## config.mk

```make
export PLATFORM = sky130hd
export DESIGN_NAME = alu_exec
export DESIGN_NICKNAME = d
export VERILOG_FILES = /design/src/rtl/alu_pkg.sv /design/src/rtl/modmul_iter.sv /design/src/rtl/alu_exec.sv
export SDC_FILE = /design/constraint.sdc
export NUM_CORES = 1
export LEC_CHECK = 0
export ABC_AREA = 1
export ABC_CLOCK_PERIOD_IN_PS = 2000
export BUFFER_PORTS_ARGS = -buffer_cell sky130_fd_sc_hd__buf_2
export CORE_MARGIN = 2
export CORE_UTILIZATION = 55
export DETAILED_ROUTE_END_ITERATION = 10
export PLACE_DENSITY = 0.77
export SETUP_SLACK_MARGIN = 0.4
export SYNTH_ARGS = -nofsm -noshare
export SYNTH_HDL_FRONTEND = slang
export SYNTH_SLANG_ARGS = --single-unit
```

## constraint.sdc

```tcl
create_clock -name i_clk -period 2 [get_ports i_clk]
set_clock_uncertainty 0.1 [all_clocks]
set_input_delay 0.1 -clock i_clk [delete_from_list [all_inputs] [get_ports i_clk]]
set_output_delay 0.1 -clock i_clk [all_outputs]
set_load 0.02 [all_outputs]
```

## src/rtl/alu_pkg.sv

```systemverilog
// Shared opcodes, hash constants and the multicycle state enum for alu_exec.
// The state enum is only consumed when ALU_MULADDMOD_EN is defined.
package alu_pkg;

    localparam int BASE   = 31;
    localparam int BASE_W = 8;
    localparam int CNT_W  = $clog2(BASE_W);

    localparam logic [31:0]       PRIME     = 32'd1000003;
    localparam logic [BASE_W-1:0] BASE_BITS = BASE_W'(BASE);

    localparam logic [3:0] ALU_AND       = 4'd0;
    localparam logic [3:0] ALU_OR        = 4'd1;
    localparam logic [3:0] ALU_ADD       = 4'd2;
    localparam logic [3:0] ALU_DXOR      = 4'd5;
    localparam logic [3:0] ALU_SUB       = 4'd6;
    localparam logic [3:0] ALU_SLT       = 4'd7;
    localparam logic [3:0] ALU_ANDOR     = 4'd8;
    localparam logic [3:0] ALU_MULADDMOD = 4'd10;
    localparam logic [3:0] ALU_NOR       = 4'd12;
    localparam logic [3:0] ALU_XOR       = 4'd13;

    typedef enum logic [1:0] {
        ST_IDLE,
        ST_LOAD,
        ST_ITER,
        ST_FINISH
    } mm_state_e;

    // One conditional subtract; a true modulo only when x < 2*PRIME.
    function automatic logic [31:0] mod_sub(input logic [31:0] x);
        return (x >= PRIME) ? (x - PRIME) : x;
    endfunction

endpackage

```

## src/rtl/modmul_iter.sv

```systemverilog
// Multicycle (a*BASE + b) mod PRIME by shift-and-add over the bits of BASE.
// Exists only when ALU_MULADDMOD_EN is defined.
`ifdef ALU_MULADDMOD_EN
module modmul_iter
    import alu_pkg::*;
(
    input  logic        i_clk,
    input  logic        i_reset,
    input  logic        i_start,
    input  logic [31:0] i_a,
    input  logic [31:0] i_b,
    output logic        o_ready,
    output logic        o_done,
    output logic [31:0] o_result
);

    mm_state_e        r_state;
    logic [31:0]      r_a;
    logic [31:0]      r_b;
    logic [31:0]      r_acc;
    logic [CNT_W-1:0] r_cnt;

    logic [31:0] w_dbl;
    logic [31:0] w_add;
    logic [31:0] w_next;

    assign w_dbl  = mod_sub({r_acc[30:0], 1'b0});
    assign w_add  = mod_sub(w_dbl + r_a);
    assign w_next = BASE_BITS[r_cnt] ? w_add : w_dbl;

    assign o_ready  = (r_state == ST_IDLE);
    assign o_done   = (r_state == ST_FINISH);
    assign o_result = mod_sub(r_acc + r_b);

    always_ff @(posedge i_clk) begin
        if (i_reset) begin
            r_state <= ST_IDLE;
            r_a     <= '0;
            r_b     <= '0;
            r_acc   <= '0;
            r_cnt   <= '0;
        end else begin
            case (r_state)
                ST_IDLE: begin
                    if (i_start) begin
                        r_a     <= i_a;
                        r_b     <= i_b;
                        r_state <= ST_LOAD;
                    end
                end
                ST_LOAD: begin
                    // Operands are reduced in place; from here on r_a/r_b hold ra/rb.
                    r_a     <= mod_sub(r_a);
                    r_b     <= mod_sub(r_b);
                    r_acc   <= '0;
                    r_cnt   <= CNT_W'(BASE_W - 1);
                    r_state <= ST_ITER;
                end
                ST_ITER: begin
                    r_acc <= w_next;
                    if (r_cnt == '0) begin
                        r_state <= ST_FINISH;
                    end else begin
                        r_cnt <= r_cnt - 1'b1;
                    end
                end
                ST_FINISH: begin
                    r_state <= ST_IDLE;
                end
                default: r_state <= ST_IDLE;
            endcase
        end
    end

endmodule
`endif

```

## src/rtl/alu_exec.sv

```systemverilog
// Execute-stage ALU: single-cycle ops plus an optional multicycle MULADDMOD
// enabled by ALU_MULADDMOD_EN, with a valid/ready handshake and registered result.
module alu_exec
    import alu_pkg::*;
(
    input  logic        i_clk,
    input  logic        i_reset,
    input  logic        i_in_valid,
    output logic        o_in_ready,
    input  logic [3:0]  i_aluctl,
    input  logic [31:0] i_a,
    input  logic [31:0] i_b,
    output logic        o_out_valid,
    output logic [31:0] o_result,
    output logic        o_zero
);

    logic        w_accept;
    logic        w_is_mm;
    logic        w_mm_done;
    logic [31:0] w_mm_result;
    logic [31:0] w_single;

    assign w_accept = i_in_valid & o_in_ready;

`ifdef ALU_MULADDMOD_EN
    assign w_is_mm = (i_aluctl == ALU_MULADDMOD);

    modmul_iter u_modmul_iter (
        .i_clk    (i_clk),
        .i_reset  (i_reset),
        .i_start  (w_accept & w_is_mm),
        .i_a      (i_a),
        .i_b      (i_b),
        .o_ready  (o_in_ready),
        .o_done   (w_mm_done),
        .o_result (w_mm_result)
    );
`else
    assign w_is_mm     = 1'b0;
    assign o_in_ready  = 1'b1;
    assign w_mm_done   = 1'b0;
    assign w_mm_result = '0;
`endif

    // MULADDMOD and unused codes land in default and yield 0.
    always_comb begin
        w_single = '0;
        case (i_aluctl)
            ALU_AND:   w_single = i_a & i_b;
            ALU_OR:    w_single = i_a | i_b;
            ALU_ADD:   w_single = i_a + i_b;
            ALU_DXOR:  w_single = i_a ^ i_b ^ (i_b >> 8);
            ALU_SUB:   w_single = i_a - i_b;
            ALU_SLT:   w_single = {31'd0, $signed(i_a) < $signed(i_b)};
            ALU_ANDOR: w_single = {i_a[31:16] & i_b[31:16], i_a[15:0] | i_b[15:0]};
            ALU_NOR:   w_single = ~(i_a | i_b);
            ALU_XOR:   w_single = i_a ^ i_b;
            default:   w_single = '0;
        endcase
    end

    always_ff @(posedge i_clk) begin
        if (i_reset) begin
            o_out_valid <= 1'b0;
            o_result    <= '0;
            o_zero      <= 1'b1;
        end else if (w_mm_done) begin
            o_out_valid <= 1'b1;
            o_result    <= w_mm_result;
            o_zero      <= (w_mm_result == '0);
        end else if (w_accept && !w_is_mm) begin
            o_out_valid <= 1'b1;
            o_result    <= w_single;
            o_zero      <= (w_single == '0);
        end else begin
            o_out_valid <= 1'b0;
        end
    end

endmodule

```

==> results of run 1 <==
==> layer usage <==
layer,overflow,track usage [%]
met3,1,49.44
met4,68,79.25
met2,84,94.93
met1,4,73.22
met5,0,2.647
==> what timing repair did <==
item,CTS
endpoints found under the setup margin,31
gates resized for setup,306
pin swaps,100
gates cloned,0
buffers inserted,32
==> synth_stat cells (all sizes together), types with 12 or more instances <==
| library cell | instances | area [um^2] |
|---|---|---|
| nand2 | 483 | 1858 |
| inv | 314 | 1181 |
| nand3 | 151 | 765.7 |
| o21ai | 75 | 375.4 |
| nor2 | 205 | 829.6 |
| buf | 42 | 309.1 |
| nand4 | 12 | 75.07 |
| a21oi | 70 | 369.1 |
| nor3 | 19 | 120.1 |
| o211ai | 18 | 135.1 |
| ha | 102 | 1276 |
| dfxtp | 34 | 680.7 |
==> cell families after synthesis <==
group / Yosys count / share of synthesized area, %
simple gates: 878 / 43.50
buf+inv: 367 / 18.00
compound gates: 209 / 14.48
fa+ha+maj: 104 / 15.46
flops: 34 / 7.995
xor+xnor: 5 / 0.5144
other cells: 1 / 0.04405
==> through the flow <==
| step | setup TNS, ns | worst slack, ns | hold slack [ns] | cell area (um^2) | utilization (%) |
|---|---|---|---|---|---|
| floorplan | 0 | 0.07280 | 0.1642 | 9086 | - |
| global placement | -8.776 | -0.5610 | 0.3585 | 12330 | 81.42 |
| detailed placement | -10.33 | -0.6328 | 0.3629 | 12330 | 81.42 |
| CTS | -0.3685 | -0.1738 | 0.1252 | 13880 | 91.66 |
==> run metrics, run 1 <==
Post-Syn Instances 1598; fraction of registers with async set/reset 0%; post-synthesis sequential area ratio 7.995%; Netlist cell types between 40 and 50; placed wire-length estimate 33760 um; Root Driver clkbuf_16; CTS hold repair buffers 0; EDFF count, synth 0; Err [ERROR GRT-0116] Global routing finished with congestion. Check the congestion regions in the DRC Viewer.; htree depth 2; Cells after DPL roughly 2200; final RePlAce weighted congestion roughly 1.1; largest net degree at the start of global routing 46; number of global-route vias before repair about 16000; clock sink count 34; Initial Utilization 56.21%; run status aborted with a tool error; dominant synthesized flop cell dfxtp_1; global-route wire length before repair 92580 um; Exit stage global routing (5_1_grt); #FFs+latches synth 34; Synthesis Warnings 0; syn avg cell area 5.327 um^2; clock tree buffer depth 2; IO buf count 104; Die W between 100 and 150 um; Top Ports 106; TritonCTS Buffers 5; syn_nets 1773; # rows 45; Total GRT Usage 73.00%; Post-Synthesis Cell Area 8513 um^2; Die Height 128.4 um; Remaining Overflow, GRT around 160
==> run 2: changes to the inputs <==
Settings changed: ABC_CLOCK_PERIOD_IN_PS 2000 to 2600, CORE_UTILIZATION 55 to 40, PLACE_DENSITY 0.77 to not set, PLACE_DENSITY_LB_ADDON set to 0.15, SETUP_SLACK_MARGIN 0.4 to not set.
Clock period 2 ns to 2.6 ns, I/O delays scaled along.
==> run 2 against run 1 <==
Compared with the run above:
- the run now ends clean
- synthesized cell count is the same
- synthesized area is the same
==> run metrics, run 2 <==
# fillers approximately 2300; Worst VDD drop 224.8 uV; Slew headroom between 40% and 50%; R2R depth 4; largest net degree at the start of global routing 37; Max Slew Vio Count 0; Worst Hold End o_result[6]$_SDFFE_PP0P_; area of the multi-input gates 6379 um^2; Worst Hold Class in2reg; Post-DP Area 10940 um^2 (-11%); Post-Syn Instances 1598 (unchanged); LEAKAGE 6.608 nW; Avg WL per Cell 17.57 um; measured slew at the worst slew-check pin 0.7896 ns; placed wire-length estimate 32440 um (-3.9%); run status completed; EDFF count, synth 0 (unchanged); fraction of registers with async set/reset 0% (unchanged); CTS hold repair buffers 0 (unchanged); Initial Utilization 40.63% (-16 points); Critical Path, Cell by Cell buf_2 -> inv_1 -> ha_1 -> inv_1 -> fa_2 -> nand2_1 -> nand2_2 -> buf_4 -> nand2_1 -> inv_1 -> nand2_1 -> nand3_4 -> nand3_1 -> inv_1 -> nor2_4 -> nand2_1 -> nand2_1 -> nor2_1 -> nor2_2 -> nand2_1 -> nor2_1 -> nand3_1 -> nand2_1; maxcap violations 0; clock sink count 34 (unchanged); Top Ports 106 (unchanged); CP Class in2reg; R2R Setup Slk 1.75 ns; Cell Pwr Density 314.3 nW/um^2; post-route cell area 11180 um^2; DRC viols 0; Worst setup SP type primary input; Final Hold Fails 0; syn avg cell area 5.327 um^2 (unchanged); TritonCTS Buffers 5 (unchanged); Final setup viols 0; Worst EP required 2.72 ns; IO buf count 104 (unchanged); Reg2Reg Capture Point o_result[20]$_SDFFE_PP0P_; Post-Synthesis Cell Area 8513 um^2 (unchanged); Largest stage delay, worst path 0.34 ns; die area 22470 um^2; Netlist cell types 49 (unchanged); Crit path top cell by count nand2_1; fin cells 2180; CP Capture Type flip-flop; dominant synthesized flop cell dfxtp_1; Synth area leaders nand2_1, ha_1, inv_1; Remaining Overflow, GRT 0; largest register by flop count o_result; reg2reg start o_result[20]$_SDFFE_PP0P_; Sequential Area 680.7 um^2; Worst Path Arrival 2.53 ns; area leader, netlist nand2_1; Top Registers o_result: 32 flops, o_out_valid: 1 flops, o_zero: 1 flops; Worst Hold Depth 3; number of global-route vias before repair roughly 11000; Cells after DPL 2172 (-1.4%); syn_nets 1773 (unchanged); CTS tree done; drt first pass iters 7; clock latency on the worst-skew pair roughly 0.27 ns; RSZ-0062 raised after global routing false; max FFs per register 32; clock tree buffer depth 2 (unchanged); Post-DRT Antenna Nets 0; Worst Min Path Start i_in_valid; diodes inserted 0; initial antenna violation count 0; largest fanout on the critical path 4; commonest non-fill, non-tap cell in the layout nand2_1; Synthesis Warnings 0 (unchanged); vias per std cell roughly 5; Die W 149.9 um (+17%); top-count cell post-synth nand2_1; global-route wire length before repair 57990 um; Routed WL 38310 um; Layout Nets 2079; Clk pin slew, worst setup/hold paths roughly 0.05 ns; commonest non-fill, non-tap cells in the layout nand2_1, inv_1, buf_4; post-synthesis sequential area ratio 7.995% (unchanged); Area Growth Syn to Fin 31.32%; Vias around 11000; fin crit share 92.54%; Commonest cells post-synth nand2_1, inv_1, nor2_1, nand3_1, ha_1; Total GRT Usage 33.86%; Crit-path slowest cell fa_2; Starting DRT DRC Count 875; shortest period the worst path allows roughly 2.4 ns; final RePlAce weighted congestion 1.035 (-9.5%); Max Freq 415.6 MHz; share of cells above drive strength 1 a little under a quarter; Root Driver clkbuf_16; CORE AREA around 21000 um^2; # rows 53 (+18%); Die Height 149.9 um (+17%); #FFs+latches synth 34 (unchanged); Yosys top cell area share 20.68% (unchanged); htree depth 2 (unchanged)
run 2: cell counts after synthesis:
Identical to the previous run, type by type.
run 2: cells by family (layout without fill, tap and decap cells):
group	count (synthesis)	after routing	synth area share [%]
AND/OR/NAND/NOR	878	878	43.50
buffers and inverters	367	674	18.00
AO/OA/AOI/OAI	209	209	14.48
adder cells (fa/ha/maj)	104	104	15.46
flip-flops	34	34	7.995
XOR/XNOR	5	5	0.5144
other	1	1	0.04405
run 2: worst max-delay path: cells and delay by family:
| kind | cells | cell delay, ns |
|---|---|---|
| fa+ha+maj | 2 | 0.49 |
| buf+inv | 6 | 0.52 |
| simple gates | 15 | 1.36 |
run 2: how the worst max path moves through the flow:
stage	from	to	cells past startpoint
detailed placement	i_a[0]	o_zero$_SDFFE_PP1P_	23
global route	i_b[3]	o_zero$_SDFFE_PP1P_	19
global placement	i_a[0]	o_zero$_SDFFE_PP1P_	23
CTS	i_a[0]	o_zero$_SDFFE_PP1P_	23
floorplan	i_a[0]	o_zero$_SDFFE_PP1P_	21
finish	i_a[0]	o_zero$_SDFFE_PP1P_	23
run 2: layout make-up:
type / instances / share of cell area, %
clock buffer: 5 / 1.119
inverter: 315 / 10.61
clock inverter: 3 / 0.3581
sequential: 34 / 6.088
tap: 275 / 3.078
timing repair buffer: 351 / 21.69
multi-input combinational: 1197 / 57.06
run 2: timing repair:
| item | CTS | global route |
|---|---|---|
| resized for setup | 3 | 22 |
| setup buffers | 0 | 0 |
| pin swaps | 0 | 3 |
| endpoints found under the setup margin | 2 | 3 |
| cloned | 0 | 0 |
run 2: where the power goes:
group          leakage, nW  switching, mW  internal [mW]
clock network       0.0836          0.219          0.448
logic                 6.24           1.39          0.881
registers            0.282         0.0197          0.561
total                 6.61           1.62           1.89
run 2: per-stage QoR:
step / setup slack (ns) / hold WS, ns / setup TNS [ns] / util, % / total power, mW
3_3_place_gp: -0.3911 / 0.3609 / -0.9161 / 52.20 / 2.771
2_1_floorplan: 0.5341 / 0.1895 / 0 / - / 1.803
6_report: 0.1938 / 0.1401 / 0 / 53.35 / 3.514
4_1_cts: 0.004823 / 0.1376 / 0 / 53.01 / 3.463
3_5_place_dp: -0.3971 / 0.3604 / -0.9946 / 52.20 / 2.781
5_1_grt: 0.007851 / 0.1669 / 0 / 53.35 / 3.766
run 2: metal layers:
| metal | part of all wire, % | GRT usage (%) |
|---|---|---|
| met1 | 42 | 42.71 |
| met2 | 45 | 56.21 |
| met3 | 6.1 | 3.110 |
| met4 | 7.2 | 19.53 |
| met5 | 0 | 0 |
No activity file was read; power rests on OpenSTA's default activity.
==> run 3: changes to the inputs <==
==> constraint.sdc (replaced) <==
create_clock -name i_clk -period 2.6 [get_ports i_clk]
set_clock_uncertainty 0.1 [all_clocks]
set_input_delay 0.39 -clock i_clk [delete_from_list [all_inputs] [get_ports i_clk]]
set_output_delay 0.39 -clock i_clk [all_outputs]
set_load 0.02 [all_outputs]
==> run 3 against run 2 <==
Compared with the run above:
- wire length grew 9.2%
- sequential share of layout area shrank 0.61 points
- register-to-register slack lost 0.03 ns
- sequential cell count is the same
- critical path type unchanged
==> run metrics, run 3 (same netlist as run 2, synthesis figures left out) <==
run status completed; largest register by flop count o_result; Worst Path Arrival 2.65 ns (+0.12 ns); Worst Hold End o_result[6]$_SDFFE_PP0P_; DRC viols 0 (unchanged); reg2reg start o_result[15]$_SDFFE_PP0P_; share of cells above drive strength 1 31.98% (+8.1 points); Area Growth Syn to Fin 45.96%; Pint 2.097 mW (+11%); Worst Hold Class reg2reg; Worst EP required 2.73 ns (about the same); Final setup viols 0 (unchanged); Place WS -0.5142 ns (-0.1171 ns); Top Ports 106 (unchanged); initial antenna violation count 0 (unchanged); Worst setup SP type primary input; largest net degree at the start of global routing 46 (+24%); Remaining Overflow, GRT 0 (unchanged); Critical Path, Cell by Cell buf_2 -> inv_2 -> ha_2 -> inv_2 -> fa_2 -> nand2_1 -> nand2_2 -> nand4_1 -> nand2_2 -> nand2_2 -> nand2_4 -> nor2_4 -> nor2_2 -> nor2_4 -> nand2_1 -> nor2_1 -> nand3_2 -> nor2_2 -> nand3_1 -> nand2_1; largest fanout on the critical path 4 (unchanged); Initial Utilization 40.63% (unchanged); Vias 11660 (+4.1%); Avg WL per Cell 18.41 um (+4.7%); fin crit share 97.23% (+4.7 points); commonest non-fill, non-tap cell in the layout nand2_1; Routed WL 41840 um (+9.2%); Clk network pwr share 17.4% (-1.6 points); Total GRT Usage 36.68% (+2.8 points); CP Capture Type flip-flop; placed wire-length estimate 35480 um (+9.4%); CP delay by family, top simple AND/OR/NAND/NOR gates; CP Class in2reg; overall power 3.865 mW (+10%); Max Slew Vio Count 0 (unchanged); number of global-route vias before repair 11140 (+4.7%); Worst Hold Depth 2 (-1); Worst Min Path Start o_result[6]$_SDFFE_PP0P_; Bufs and invs on worst path 3 (-3); clock tree buffer depth 2 (unchanged); Reg2Reg Capture Point o_result[15]$_SDFFE_PP0P_; maxcap violations 0 (unchanged); shortest period the worst path allows 2.528 ns (+0.1219 ns); IO buf count 104 (unchanged); Die Height 149.9 um (unchanged); Top Registers o_result: 32 flops, o_out_valid: 1 flops, o_zero: 1 flops; register share of total power 15.0% (-1.5 points); Hold Slack 0.3757 ns (+0.2356 ns); NetSw 1.768 mW (+8.9%); Die W 149.9 um (unchanged); vias per std cell 5.128 (-0.17%); R2R Setup Slk 1.72 ns (-0.03 ns); drt first pass iters 7 (unchanged); Final Hold Fails 0 (unchanged); Max Freq 395.6 MHz (-4.8%); Worst VDD drop 302.3 uV (+35%); Cell Pwr Density 311.1 nW/um^2 (-1.0%); Largest stage delay, worst path 0.35 ns (about the same); Starting DRT DRC Count 812 (-7.2%); # rows 53 (unchanged); R2R depth 4 (unchanged); measured slew at the worst slew-check pin 0.8460 ns (+0.05633 ns); CTS tree done; commonest non-fill, non-tap cells in the layout nand2_1, buf_4, inv_1; Slew headroom 43.39% (-3.8 points); Layout Nets 2172 (+4.5%); final RePlAce weighted congestion 1.011 (-2.2%); switch share 45.75% (-0.45 points); Clk pin slew, worst setup/hold paths 0.06 ns (about the same); clock latency on the worst-skew pair 0.28 ns (about the same); Root Driver clkbuf_16; diodes inserted 0 (unchanged); LEAKAGE 7.152 nW (+8.2%); htree depth 2 (unchanged); CORE AREA 20960 um^2 (unchanged); Post-DRT Antenna Nets 0 (unchanged); max FFs per register 32 (unchanged); clock sink count 34 (unchanged); Crit-path slowest cell fa_2; global-route wire length before repair 62080 um (+7.1%); TritonCTS Buffers 5 (unchanged); worst setup margin 0.07191 ns (-0.1219 ns); Gate power share 67.6% (+3.1 points); die area 22470 um^2 (unchanged)
## run 3: worst max-delay path by stage
stage                                to  slack, ns  startpoint  cells past startpoint
floorplan           o_zero$_SDFFE_PP1P_       0.27      i_a[0]                     21
CTS                 o_zero$_SDFFE_PP1P_      0.004     i_b[11]                     21
global route        o_zero$_SDFFE_PP1P_      -0.05     i_b[13]                     21
global placement    o_zero$_SDFFE_PP1P_      -0.50      i_a[0]                     20
finish              o_zero$_SDFFE_PP1P_       0.07      i_a[0]                     20
detailed placement  o_zero$_SDFFE_PP1P_      -0.51      i_a[0]                     20
## run 3: per-layer routing
layer	track usage (%)	share of wire, %	vias up
li1	-	-	5779
met1	45.27	42	5296
met2	62.35	46	445
met3	3.323	5.1	136
met4	20.75	7.0	0
met5	0	0	-
## run 3: stage by stage
step | std cells | instance area [um^2] | setup TNS, ns | utilization, %
floorplan | 1598 | 8513 | 0 | -
global placement | 2256 | 11560 | -4.944 | 55.15
detailed placement | 2256 | 11560 | -5.057 | 55.15
CTS | 2265 | 11820 | 0 | 56.41
global route | 2273 | 12430 | -0.04933 | 59.30
finish | 2273 | 12430 | 0 | 59.30
## run 3: worst register-to-register path, cell delays in order, from the launching register on
cell,delay [ns]
dfxtp_1,0.33
nor2_1,0.04
nor2_1,0.15
o21ai_0,0.13
inv_1,0.08
## run 3: area by class of cell
cell class,count,area (um^2)
Sequential cell,34,680.7
Tap cell,275,344.1
Fill cell,2237,8529
Clock inverter,3,40.04
Inverter,315,1186
Multi-Input combinational cell,1197,6932
Clock buffer,5,125.1
Timing Repair Buffer,444,3118
## run 3: power groups by stage
stage	clock, mW	combinational (mW)	sequential, mW
5_1_grt	0.703	2.82	0.584
3_3_place_gp	0	2.36	0.589
3_5_place_dp	0	2.37	0.590
6_report	0.673	2.61	0.580
4_1_cts	0.682	2.41	0.580
2_1_floorplan	0	1.16	0.639
## run 3: what timing repair did
item	in CTS	in global routing
hold buffers	0	0
setup buffers	1	8
resized for setup	28	123
endpoints found under the setup margin	5	17
pin swaps	3	28
